File: config.mk
export PLATFORM = sky130hd
export DESIGN_NAME = sram_port_arbiter_flat
export DESIGN_NICKNAME = d
export VERILOG_FILES = /design/src/rtl/sram_port_arbiter_if.sv /design/src/rtl/sram_port_arbiter.sv /design/src/flat_wrapper.sv
export SDC_FILE = /design/constraint.sdc
export NUM_CORES = 1
export LEC_CHECK = 0
export ABC_AREA = 1
export BUFFER_PORTS_ARGS = -buffer_cell sky130_fd_sc_hd__buf_2
export CAP_MARGIN = 20
export CORE_UTILIZATION = 30
export DETAILED_ROUTE_END_ITERATION = 6
export PLACE_DENSITY = 0.52
export SLEW_MARGIN = 20
export SYNTH_ARGS = -nofsm -noshare
export SYNTH_HDL_FRONTEND = slang
export SYNTH_SLANG_ARGS = --single-unit
export TNS_END_PERCENT = 1
File: constraint.sdc
create_clock -name sysclk -period 1.52 [get_ports sysclk]
set_input_delay 0.152 -clock sysclk [delete_from_list [all_inputs] [get_ports sysclk]]
set_output_delay 0.152 -clock sysclk [all_outputs]
set_load 0.03 [all_outputs]
File: src/rtl/sram_port_arbiter_if.sv
// Request/ack handshakes for ports A and B plus the byte-wide SRAM bus.
// slave = arbiter side; master = requesters together with the SRAM device.
interface sram_port_arbiter_if;
    logic        a_req;
    logic        a_we;
    logic [20:0] a_addr;
    logic [7:0]  a_wdata;
    logic        a_ack;
    logic [7:0]  a_rdata;

    logic        b_req;
    logic        b_we;
    logic [20:0] b_addr;
    logic [7:0]  b_wdata;
    logic        b_ack;
    logic [7:0]  b_rdata;

    logic        busy;
    logic [20:0] sram_addr;
    logic [7:0]  sram_dout;
    logic [7:0]  sram_din;
    logic        sram_we_n;
    logic        sram_oe_n;

    modport slave (
        input  a_req, a_we, a_addr, a_wdata,
        input  b_req, b_we, b_addr, b_wdata,
        input  sram_din,
        output a_ack, a_rdata, b_ack, b_rdata,
        output busy, sram_addr, sram_dout, sram_we_n, sram_oe_n
    );

    modport master (
        output a_req, a_we, a_addr, a_wdata,
        output b_req, b_we, b_addr, b_wdata,
        output sram_din,
        input  a_ack, a_rdata, b_ack, b_rdata,
        input  busy, sram_addr, sram_dout, sram_we_n, sram_oe_n
    );
endinterface

File: src/rtl/sram_port_arbiter.sv
// Two-port byte-access sequencer for the external SRAM; SRAMARB_ROUNDROBIN_EN selects round-robin over fixed A priority.
// Read ack ACCESS_CYCLES after grant, write ack ACCESS_CYCLES+1; requests wait as held levels, no queue.
module sram_port_arbiter #(
    parameter int ACCESS_CYCLES = 2
) (
    input logic                sysclk,
    input logic                reset_n,
    sram_port_arbiter_if.slave bus
);

    typedef enum logic [2:0] {
        ST_IDLE,
        ST_RD,
        ST_WSET,
        ST_WR,
        ST_DONE
    } state_t;

    localparam logic [3:0] CNT_LOAD = 4'(ACCESS_CYCLES - 1);

    state_t      r_state;
    logic [3:0]  r_cnt;
    logic        r_port_b;
    logic [20:0] r_addr;
    logic [7:0]  r_dout;
    logic        r_we_n;
    logic        r_oe_n;
    logic        r_a_ack;
    logic        r_b_ack;
    logic [7:0]  r_a_rdata;
    logic [7:0]  r_b_rdata;
    logic        r_busy;

    logic        w_any_req;
    logic        w_grant_b;
    logic        w_sel_we;
    logic [20:0] w_sel_addr;
    logic [7:0]  w_sel_wdata;

`ifdef SRAMARB_ROUNDROBIN_EN
    // Set when B should win the next tie, i.e. A was granted last.
    logic        r_rr_prio_b;

    assign w_grant_b = bus.b_req && (!bus.a_req || r_rr_prio_b);

    always_ff @(posedge sysclk or negedge reset_n) begin
        if (!reset_n) begin
            r_rr_prio_b <= 1'b0;
        end else if (r_state == ST_IDLE && w_any_req) begin
            r_rr_prio_b <= !w_grant_b;
        end
    end
`else
    assign w_grant_b = bus.b_req && !bus.a_req;
`endif

    assign w_any_req   = bus.a_req || bus.b_req;
    assign w_sel_we    = w_grant_b ? bus.b_we    : bus.a_we;
    assign w_sel_addr  = w_grant_b ? bus.b_addr  : bus.a_addr;
    assign w_sel_wdata = w_grant_b ? bus.b_wdata : bus.a_wdata;

    always_ff @(posedge sysclk or negedge reset_n) begin
        if (!reset_n) begin
            r_state   <= ST_IDLE;
            r_cnt     <= 4'd0;
            r_port_b  <= 1'b0;
            r_addr    <= 21'd0;
            r_dout    <= 8'd0;
            r_we_n    <= 1'b1;
            r_oe_n    <= 1'b1;
            r_a_ack   <= 1'b0;
            r_b_ack   <= 1'b0;
            r_a_rdata <= 8'd0;
            r_b_rdata <= 8'd0;
            r_busy    <= 1'b0;
        end else begin
            case (r_state)
                ST_IDLE: begin
                    r_a_ack <= 1'b0;
                    r_b_ack <= 1'b0;
                    if (w_any_req) begin
                        r_port_b <= w_grant_b;
                        r_addr   <= w_sel_addr;
                        r_dout   <= w_sel_wdata;
                        r_cnt    <= CNT_LOAD;
                        r_busy   <= 1'b1;
                        if (w_sel_we) begin
                            r_state <= ST_WSET;
                        end else begin
                            r_state <= ST_RD;
                            r_oe_n  <= 1'b0;
                        end
                    end
                end
                ST_RD: begin
                    if (r_cnt == 4'd0) begin
                        if (r_port_b) begin
                            r_b_rdata <= bus.sram_din;
                            r_b_ack   <= 1'b1;
                        end else begin
                            r_a_rdata <= bus.sram_din;
                            r_a_ack   <= 1'b1;
                        end
                        r_oe_n  <= 1'b1;
                        r_state <= ST_DONE;
                    end else begin
                        r_cnt <= r_cnt - 4'd1;
                    end
                end
                // Address and data have been stable for one cycle before the strobe falls.
                ST_WSET: begin
                    r_we_n  <= 1'b0;
                    r_state <= ST_WR;
                end
                ST_WR: begin
                    if (r_cnt == 4'd0) begin
                        r_we_n  <= 1'b1;
                        r_a_ack <= !r_port_b;
                        r_b_ack <= r_port_b;
                        r_state <= ST_DONE;
                    end else begin
                        r_cnt <= r_cnt - 4'd1;
                    end
                end
                // Address hold cycle; requests are ignored so the acked requester can drop req.
                ST_DONE: begin
                    r_a_ack <= 1'b0;
                    r_b_ack <= 1'b0;
                    r_busy  <= 1'b0;
                    r_state <= ST_IDLE;
                end
                default: begin
                    r_state <= ST_IDLE;
                    r_we_n  <= 1'b1;
                    r_oe_n  <= 1'b1;
                    r_busy  <= 1'b0;
                end
            endcase
        end
    end

    assign bus.a_ack     = r_a_ack;
    assign bus.b_ack     = r_b_ack;
    assign bus.a_rdata   = r_a_rdata;
    assign bus.b_rdata   = r_b_rdata;
    assign bus.busy      = r_busy;
    assign bus.sram_addr = r_addr;
    assign bus.sram_dout = r_dout;
    assign bus.sram_we_n = r_we_n;
    assign bus.sram_oe_n = r_oe_n;

endmodule

File: src/flat_wrapper.sv
// flat-port wrapper written by rule: the top's interface ports become plain ports
module sram_port_arbiter_flat 
#(
    parameter int ACCESS_CYCLES = 2
)
  (sysclk, reset_n, bus_a_req, bus_a_we, bus_a_addr, bus_a_wdata, bus_b_req, bus_b_we, bus_b_addr, bus_b_wdata, bus_sram_din, bus_a_ack, bus_a_rdata, bus_b_ack, bus_b_rdata, bus_busy, bus_sram_addr, bus_sram_dout, bus_sram_we_n, bus_sram_oe_n);
  sram_port_arbiter_if bus_i ();
  input logic sysclk;
  input logic reset_n;
  input wire logic [$bits(bus_i.a_req)-1:0] bus_a_req;
  input wire logic [$bits(bus_i.a_we)-1:0] bus_a_we;
  input wire logic [$bits(bus_i.a_addr)-1:0] bus_a_addr;
  input wire logic [$bits(bus_i.a_wdata)-1:0] bus_a_wdata;
  input wire logic [$bits(bus_i.b_req)-1:0] bus_b_req;
  input wire logic [$bits(bus_i.b_we)-1:0] bus_b_we;
  input wire logic [$bits(bus_i.b_addr)-1:0] bus_b_addr;
  input wire logic [$bits(bus_i.b_wdata)-1:0] bus_b_wdata;
  input wire logic [$bits(bus_i.sram_din)-1:0] bus_sram_din;
  output wire logic [$bits(bus_i.a_ack)-1:0] bus_a_ack;
  output wire logic [$bits(bus_i.a_rdata)-1:0] bus_a_rdata;
  output wire logic [$bits(bus_i.b_ack)-1:0] bus_b_ack;
  output wire logic [$bits(bus_i.b_rdata)-1:0] bus_b_rdata;
  output wire logic [$bits(bus_i.busy)-1:0] bus_busy;
  output wire logic [$bits(bus_i.sram_addr)-1:0] bus_sram_addr;
  output wire logic [$bits(bus_i.sram_dout)-1:0] bus_sram_dout;
  output wire logic [$bits(bus_i.sram_we_n)-1:0] bus_sram_we_n;
  output wire logic [$bits(bus_i.sram_oe_n)-1:0] bus_sram_oe_n;
  assign bus_i.a_req = bus_a_req;
  assign bus_i.a_we = bus_a_we;
  assign bus_i.a_addr = bus_a_addr;
  assign bus_i.a_wdata = bus_a_wdata;
  assign bus_i.b_req = bus_b_req;
  assign bus_i.b_we = bus_b_we;
  assign bus_i.b_addr = bus_b_addr;
  assign bus_i.b_wdata = bus_b_wdata;
  assign bus_i.sram_din = bus_sram_din;
  assign bus_a_ack = bus_i.a_ack;
  assign bus_a_rdata = bus_i.a_rdata;
  assign bus_b_ack = bus_i.b_ack;
  assign bus_b_rdata = bus_i.b_rdata;
  assign bus_busy = bus_i.busy;
  assign bus_sram_addr = bus_i.sram_addr;
  assign bus_sram_dout = bus_i.sram_dout;
  assign bus_sram_we_n = bus_i.sram_we_n;
  assign bus_sram_oe_n = bus_i.sram_oe_n;
  sram_port_arbiter #(.ACCESS_CYCLES(ACCESS_CYCLES)) u_core (.sysclk(sysclk), .reset_n(reset_n), .bus(bus_i));
endmodule
==> metrics, run 1 <==
Die ar. 10320 µm²; Die X-Extent 101.6 µm; antenna violations before repair 0; ys flop type dfrtp_1; drt via density 4.525; Final Power approximately 9.2 mW; clk root buf clkbuf_8; H-tree depth 3; PwrDens approximately 2300 nW/µm²; final core occ 42.34%; Worst slew margin between 70 and 80%; vias 2620; Rows 35; Clock Sink Count 58; final hold viol count 0; Ant. Diodes 0; Seq cells post-synth 58; reg2reg path depth 6; filler instances ~950; final net count around 520; Initial Utilization 31.60%; Startpoint Class flop; GR Overflow Total 0; highest clock rate 0.7086 GHz; ANT nets after route 0; first-pass GRT wire length 11.94 mm; Initial DRC Count 96; period utilisation layout 92.85%; Post-Layout Cell Count 579; worst vdd ir 0.0007488 V; fraction of registers with async set/reset 100.0%; Worst Path Max Fanout 8; vias in the first global route 2583; critical path type flop to flop; hold crit path type primary input to flop; largest net degree at the start of global routing 59; residual DRC count 0; max-slew violations 0; unrepaired setup endpoints after global routing true; Placed Cells 560; Reg clk slew, reported paths 0.07 ns; reg-to-reg critical path endpoint u_core.bus.a_rdata[6]; iteration count of the initial detailed-routing pass 4; WHS Path Cells 3; Seq/Total Area, Yosys between 40% and 50%; Core ar. 9415 µm²; Final setup viols 0; leakage 2.007 nW; CTS Buffer Depth 2; TritonCTS Buffers 9; CTS tree built; RD Place Congestion approximately 0.74; worst r2r src u_core.r_cnt[0]; Tightest Pin Transition 0.4038 ns; most frequent cells in the layout buf_2, nand2_1, dfrtp_1; DP HPWL 5.108 mm; maxcap violations 0; Crit path required time 1.78 ns; port bufs 121; DP Area 3720 µm²; Final Cell Area 3986 µm²; synth top area cells dfrtp_1, o31ai_2, nand2_1; Final Skew between 0.01 and 0.015 ns; Synth Warn # 0; Yosys top cell by area dfrtp_1; Area growth syn-to-layout 33.98%; worst skew pair latency around 0.33 ns; fin crit period 1.411 ns; Cell variety after synth 24; fraction of layout cells with a size suffix above 1 46.22%; outcome finished clean; top-area cell type share of the netlist area 47.10%; post-CTS setup buffer count 0; worst min-delay path endpoint u_core.bus.b_rdata[0]; drt wl/cell 12.63 µm; I/O Pins 122; Mapped Cells 317; die height between 100 and 150 µm; Total Wirelength 7.315 mm; Post-synth EDFFs 0; R2R Setup Slk 0.11 ns; CP Data Arrival Time 1.67 ns; syn avg cell area 9.386 µm²; mapped cell area between 2000 and 3000 µm²; Worst Setup End Kind flop; syn_nets 391; Tot GR Track Use roughly 15%; most common cell after layout, fill and taps aside buf_2; min-delay src bus_sram_din[0]
## cells by family after synthesis
family                     after synthesis  synth area share, %
AOI/OAI and AO/OA                       94                24.98
adders and majority gates                2               0.8409
buffers and inverters                   37                6.771
and+or+nand+nor                        126                18.55
DFF                                     58                48.86
## cells in the mapped netlist, types with 2 or more instances
master	n
a21oi_1	35
buf_2	2
buf_4	2
buf_6	7
clkbuf_1	7
dfrtp_1	56
dfstp_2	2
ha_1	2
inv_1	16
inv_2	3
nand2_1	74
nand2_4	2
nand3_1	4
nand3_4	2
nor2_1	39
o21ai_0	14
o21ai_2	16
o31ai_2	28
## metrics by stage
stage | TNS, ns | hold WS [ns] | setup slack, ns
5_1_grt | -0.3855 | 0.08982 | -0.06403
3_3_place_gp | 0 | 0.1860 | 0.09548
2_1_floorplan | 0 | -0.1436 | 0.1766
3_5_place_dp | 0 | 0.1864 | 0.03204
4_1_cts | 0 | 0.07945 | 0.04335
6_report | 0 | 0.09440 | 0.1087
## timing repair
action,in CTS,in global routing
setup endpoints to repair,0,20
resized for setup,0,5
hold endpoints to repair,56,0
hold buffers,1,0
## critical path: stages (launching register included)
cell and delay [ns]:
dfrtp_1 0.35, inv_1 0.12, ha_1 0.16, nand2_1 0.15, inv_2 0.21, nand3_4 0.18, o21ai_2 0.17
## power by group
| part | internal, mW | switching, mW | total (mW) |
|---|---|---|---|
| sequential | 2.33 | 0.423 | 2.76 |
| clock | 0.963 | 0.636 | 1.60 |
| combinational | 1.59 | 3.30 | 4.89 |
## worst max path at each step
stage / start / to / slack [ns] / cells after the start
after CTS: u_core.r_cnt[0] / u_core.bus.a_rdata[4] / 0.04 / 7
after floorplan: u_core.r_cnt[0] / u_core.bus.a_rdata[5] / 0.18 / 8
final: u_core.r_cnt[0] / u_core.bus.a_rdata[6] / 0.11 / 6
after detailed placement: u_core.r_cnt[0] / u_core.bus.a_rdata[6] / 0.03 / 7
after global routing: u_core.r_cnt[0] / u_core.r_cnt[0] / -0.06 / 7
after global placement: u_core.r_cnt[0] / u_core.bus.a_rdata[2] / 0.1 / 7
## final cells by class
cell class	count	area, µm²	share of cell area [%]
Sequential cell	58	1454	36.47
Multi-Input combinational cell	224	1358	34.06
Timing Repair Buffer	133	723.2	18.14
Tap cell	129	161.4	4.049
Clock buffer	11	141.4	3.547
Clock inverter	5	77.57	1.946
Inverter	19	71.32	1.789
## state kept, by name, indices dropped and copies added, names as in the netlist, 3 cells and up
signal                flops
u_core.bus.a_rdata        8
u_core.r_cnt              4
u_core.r_state            3
u_core.bus.sram_dout      8
u_core.bus.sram_addr     21
u_core.bus.b_rdata        8
## per-layer routing
| metal | global-route usage, % | wire length [µm] | vias up |
|---|---|---|---|
| met2 | 24.69 | 3576 | 71 |
| li1 | - | - | 1320 |
| met5 | 0 | 0 | - |
| met1 | 18.30 | 3186 | 1216 |
| met3 | 3.520 | 415 | 13 |
| met4 | 7.581 | 136 | 0 |
Power figures use the tool's default switching activity.
==> inputs of run 2 (changes only) <==
--- a/config.mk
+++ b/config.mk
@@ -9,6 +9,7 @@
 export BUFFER_PORTS_ARGS = -buffer_cell sky130_fd_sc_hd__buf_2
 export CAP_MARGIN = 20
 export CORE_UTILIZATION = 30
+export CTS_CLUSTER_SIZE = 25
 export DETAILED_ROUTE_END_ITERATION = 6
 export PLACE_DENSITY = 0.52
 export SLEW_MARGIN = 20
==> constraint.sdc (replaced) <==
create_clock -name sysclk -period 1.7 [get_ports sysclk]
set_input_delay 0.17 -clock sysclk [delete_from_list [all_inputs] [get_ports sysclk]]
set_output_delay 0.17 -clock sysclk [all_outputs]
set_load 0.03 [all_outputs]
==> run 2 against run 1 <==
Largest power group unchanged. Final cell count shrank 0.69%. Clock skew shrank 0.0038 ns. Global-route usage shrank 0.53 points. Worst hold slack gained 0.021 ns. Combinational power shrank 15%. Die area is the same. Highest routed layer unchanged. Worst setup slack gained 0.11 ns.
==> metrics, run 2 (synthesis results as in run 1) <==
Rows 35 (unchanged); final net count 515 (-0.77%); RD Place Congestion 0.8000 (+8.1%); most frequent cells in the layout buf_2, nand2_1, dfrtp_1; Initial DRC Count 106 (+10%); clk root buf clkbuf_8; GR Overflow Total 0 (unchanged); Worst Setup End Kind flop; ANT nets after route 0 (unchanged); residual DRC count 0 (unchanged); Tot GR Track Use 14.44% (-0.53 points); Worst slew margin 69.07% (-4.0 points); CTS Buffer Depth 2 (unchanged); antenna violations before repair 0 (unchanged); vias in the first global route 2428 (-6.0%); highest clock rate 0.6730 GHz (-5.0%); Clock Sink Count 58 (unchanged); Initial Utilization 31.60% (unchanged); Bufs and invs on worst path 2 (unchanged); Crit path max-delay family simple AND/OR/NAND/NOR gates; period utilisation layout 87.41% (-5.4 points); final core occ 41.50% (-0.84 points); fin crit period 1.486 ns (+0.07466 ns); Total Wirelength 7.122 mm (-2.6%); critical path type flop to flop; drt via density 4.483 (-0.92%); Critical-path top delay cell dfrtp_1; final hold viol count 0 (unchanged); Final Skew 0.006743 ns (-0.003837 ns); worst skew pair latency 0.33 ns (about the same); post-CTS setup buffer count 0 (unchanged); Area growth syn-to-layout 31.33%; outcome finished clean; CP Data Arrival Time 1.70 ns (+0.03 ns); DP HPWL 5.362 mm (+5.0%); vias 2578 (-1.6%); leakage 1.980 nW (-1.3%); port bufs 121 (unchanged); fraction of layout cells with a size suffix above 1 45.29% (-0.93 points); drt wl/cell 12.39 µm (-2.0%); Crit path required time 1.92 ns (+0.14 ns); iteration count of the initial detailed-routing pass 4 (unchanged); post_cts resized 0 (unchanged); largest net degree at the start of global routing 34 (-42%); unrepaired setup endpoints after global routing false; worst vdd ir 0.0005983 V (-20%); Reg clk slew, reported paths 0.07 ns (about the same); TritonCTS Buffers 9 (unchanged); CP max stage delay 0.36 ns (about the same); max reg flops 21 (unchanged); Post-Layout Cell Count 575 (-0.69%); hold crit path type primary input to flop; most common cell after layout, fill and taps aside buf_2; Tightest Pin Transition 0.4639 ns (+0.06015 ns); die height 101.6 µm (unchanged); I/O Pins 122 (unchanged); H-tree depth 3 (unchanged); Die ar. 10320 µm² (unchanged); worst path cell trace inv_1 -> ha_1 -> nand2_1 -> inv_1 -> nand3_4 -> nand2_1 -> o21ai_2; max-slew violations 0 (unchanged); Startpoint Class flop; Final setup viols 0 (unchanged); Worst Path Max Fanout 16 (+8); Ant. Diodes 0 (unchanged); hold_ws 0.1158 ns (+0.02139 ns); first-pass GRT wire length 11.47 mm (-3.9%); Core ar. 9415 µm² (unchanged); PwrDens 2039 nW/µm² (-12%); sum of negative setup slack 0 ns (unchanged); Die X-Extent 101.6 µm (unchanged); CTS tree built; maxcap violations 0 (unchanged); Placed Cells 558 (-0.36%)
[run 2: cell count changes in the layout (fill, tap and decap cells not counted), sizes merged]
cell	previous run	this run
clkinv	2	1
buf	132	130
bufinv	2	1
clkinvlp	1	2
nand3	8	6
clkbuf	11	12
[run 2: area by class of cell]
type	instances	area (µm²)
clock buffer	12	155.1
clock inverter	4	50.05
fill	966	5508
inverter	19	71.32
multi-input combinational	222	1320
sequential	58	1454
tap	129	161.4
timing repair buffer	131	695.7
[run 2: stage by stage]
stage	worst slack (ns)	total power [mW]	area (µm²)
floorplan	0.3566	5.730	2975
global placement	0.2879	6.697	3692
detailed placement	0.2224	6.750	3692
CTS	0.2195	8.069	3908
global route	0.06163	8.533	3908
finish	0.2140	7.968	3908
[run 2: worst min-delay path: stages]
cell	delay, ns
buf_2	0.07
inv_1	0.05
o21ai_2	0.12
[run 2: routing by layer]
layer / share of wire, % / GRT usage (%)
met3: 6.0 / 4.486
met4: 0.84 / 5.351
met5: 0 / 0
met2: 48 / 23.28
met1: 45 / 18.16
[run 2: what timing repair did]
action | 4_1_cts | 5_1_grt
setup endpoints to repair | 0 | 0
endpoints found under the hold margin | 16 | 0
hold buffers | 1 | 0
[run 2: final timing paths]
kind,startpoint,to,slack [ns],cells past startpoint
setup / recovery,u_core.r_cnt[0],u_core.bus.a_rdata[6],0.21,7
hold / removal,bus_sram_din[1],u_core.bus.b_rdata[1],0.12,3
setup reg to reg,u_core.r_cnt[0],u_core.bus.a_rdata[6],0.21,7
hold reg to reg,u_core.bus.sram_oe_n,u_core.bus.sram_oe_n,0.46,2
max in group asynchronous,reset_n,u_core.bus.sram_dout[6],0.77,3
min in group asynchronous,reset_n,u_core.bus.sram_addr[9],0.32,2
[run 2: report_power, final]
group,switching (mW),leakage [nW],internal [mW],total [mW]
clock network,0.530,0.0986,0.754,1.28
logic,2.84,1.18,1.34,4.18
registers,0.414,0.697,2.09,2.50
total,3.79,1.98,4.18,7.97
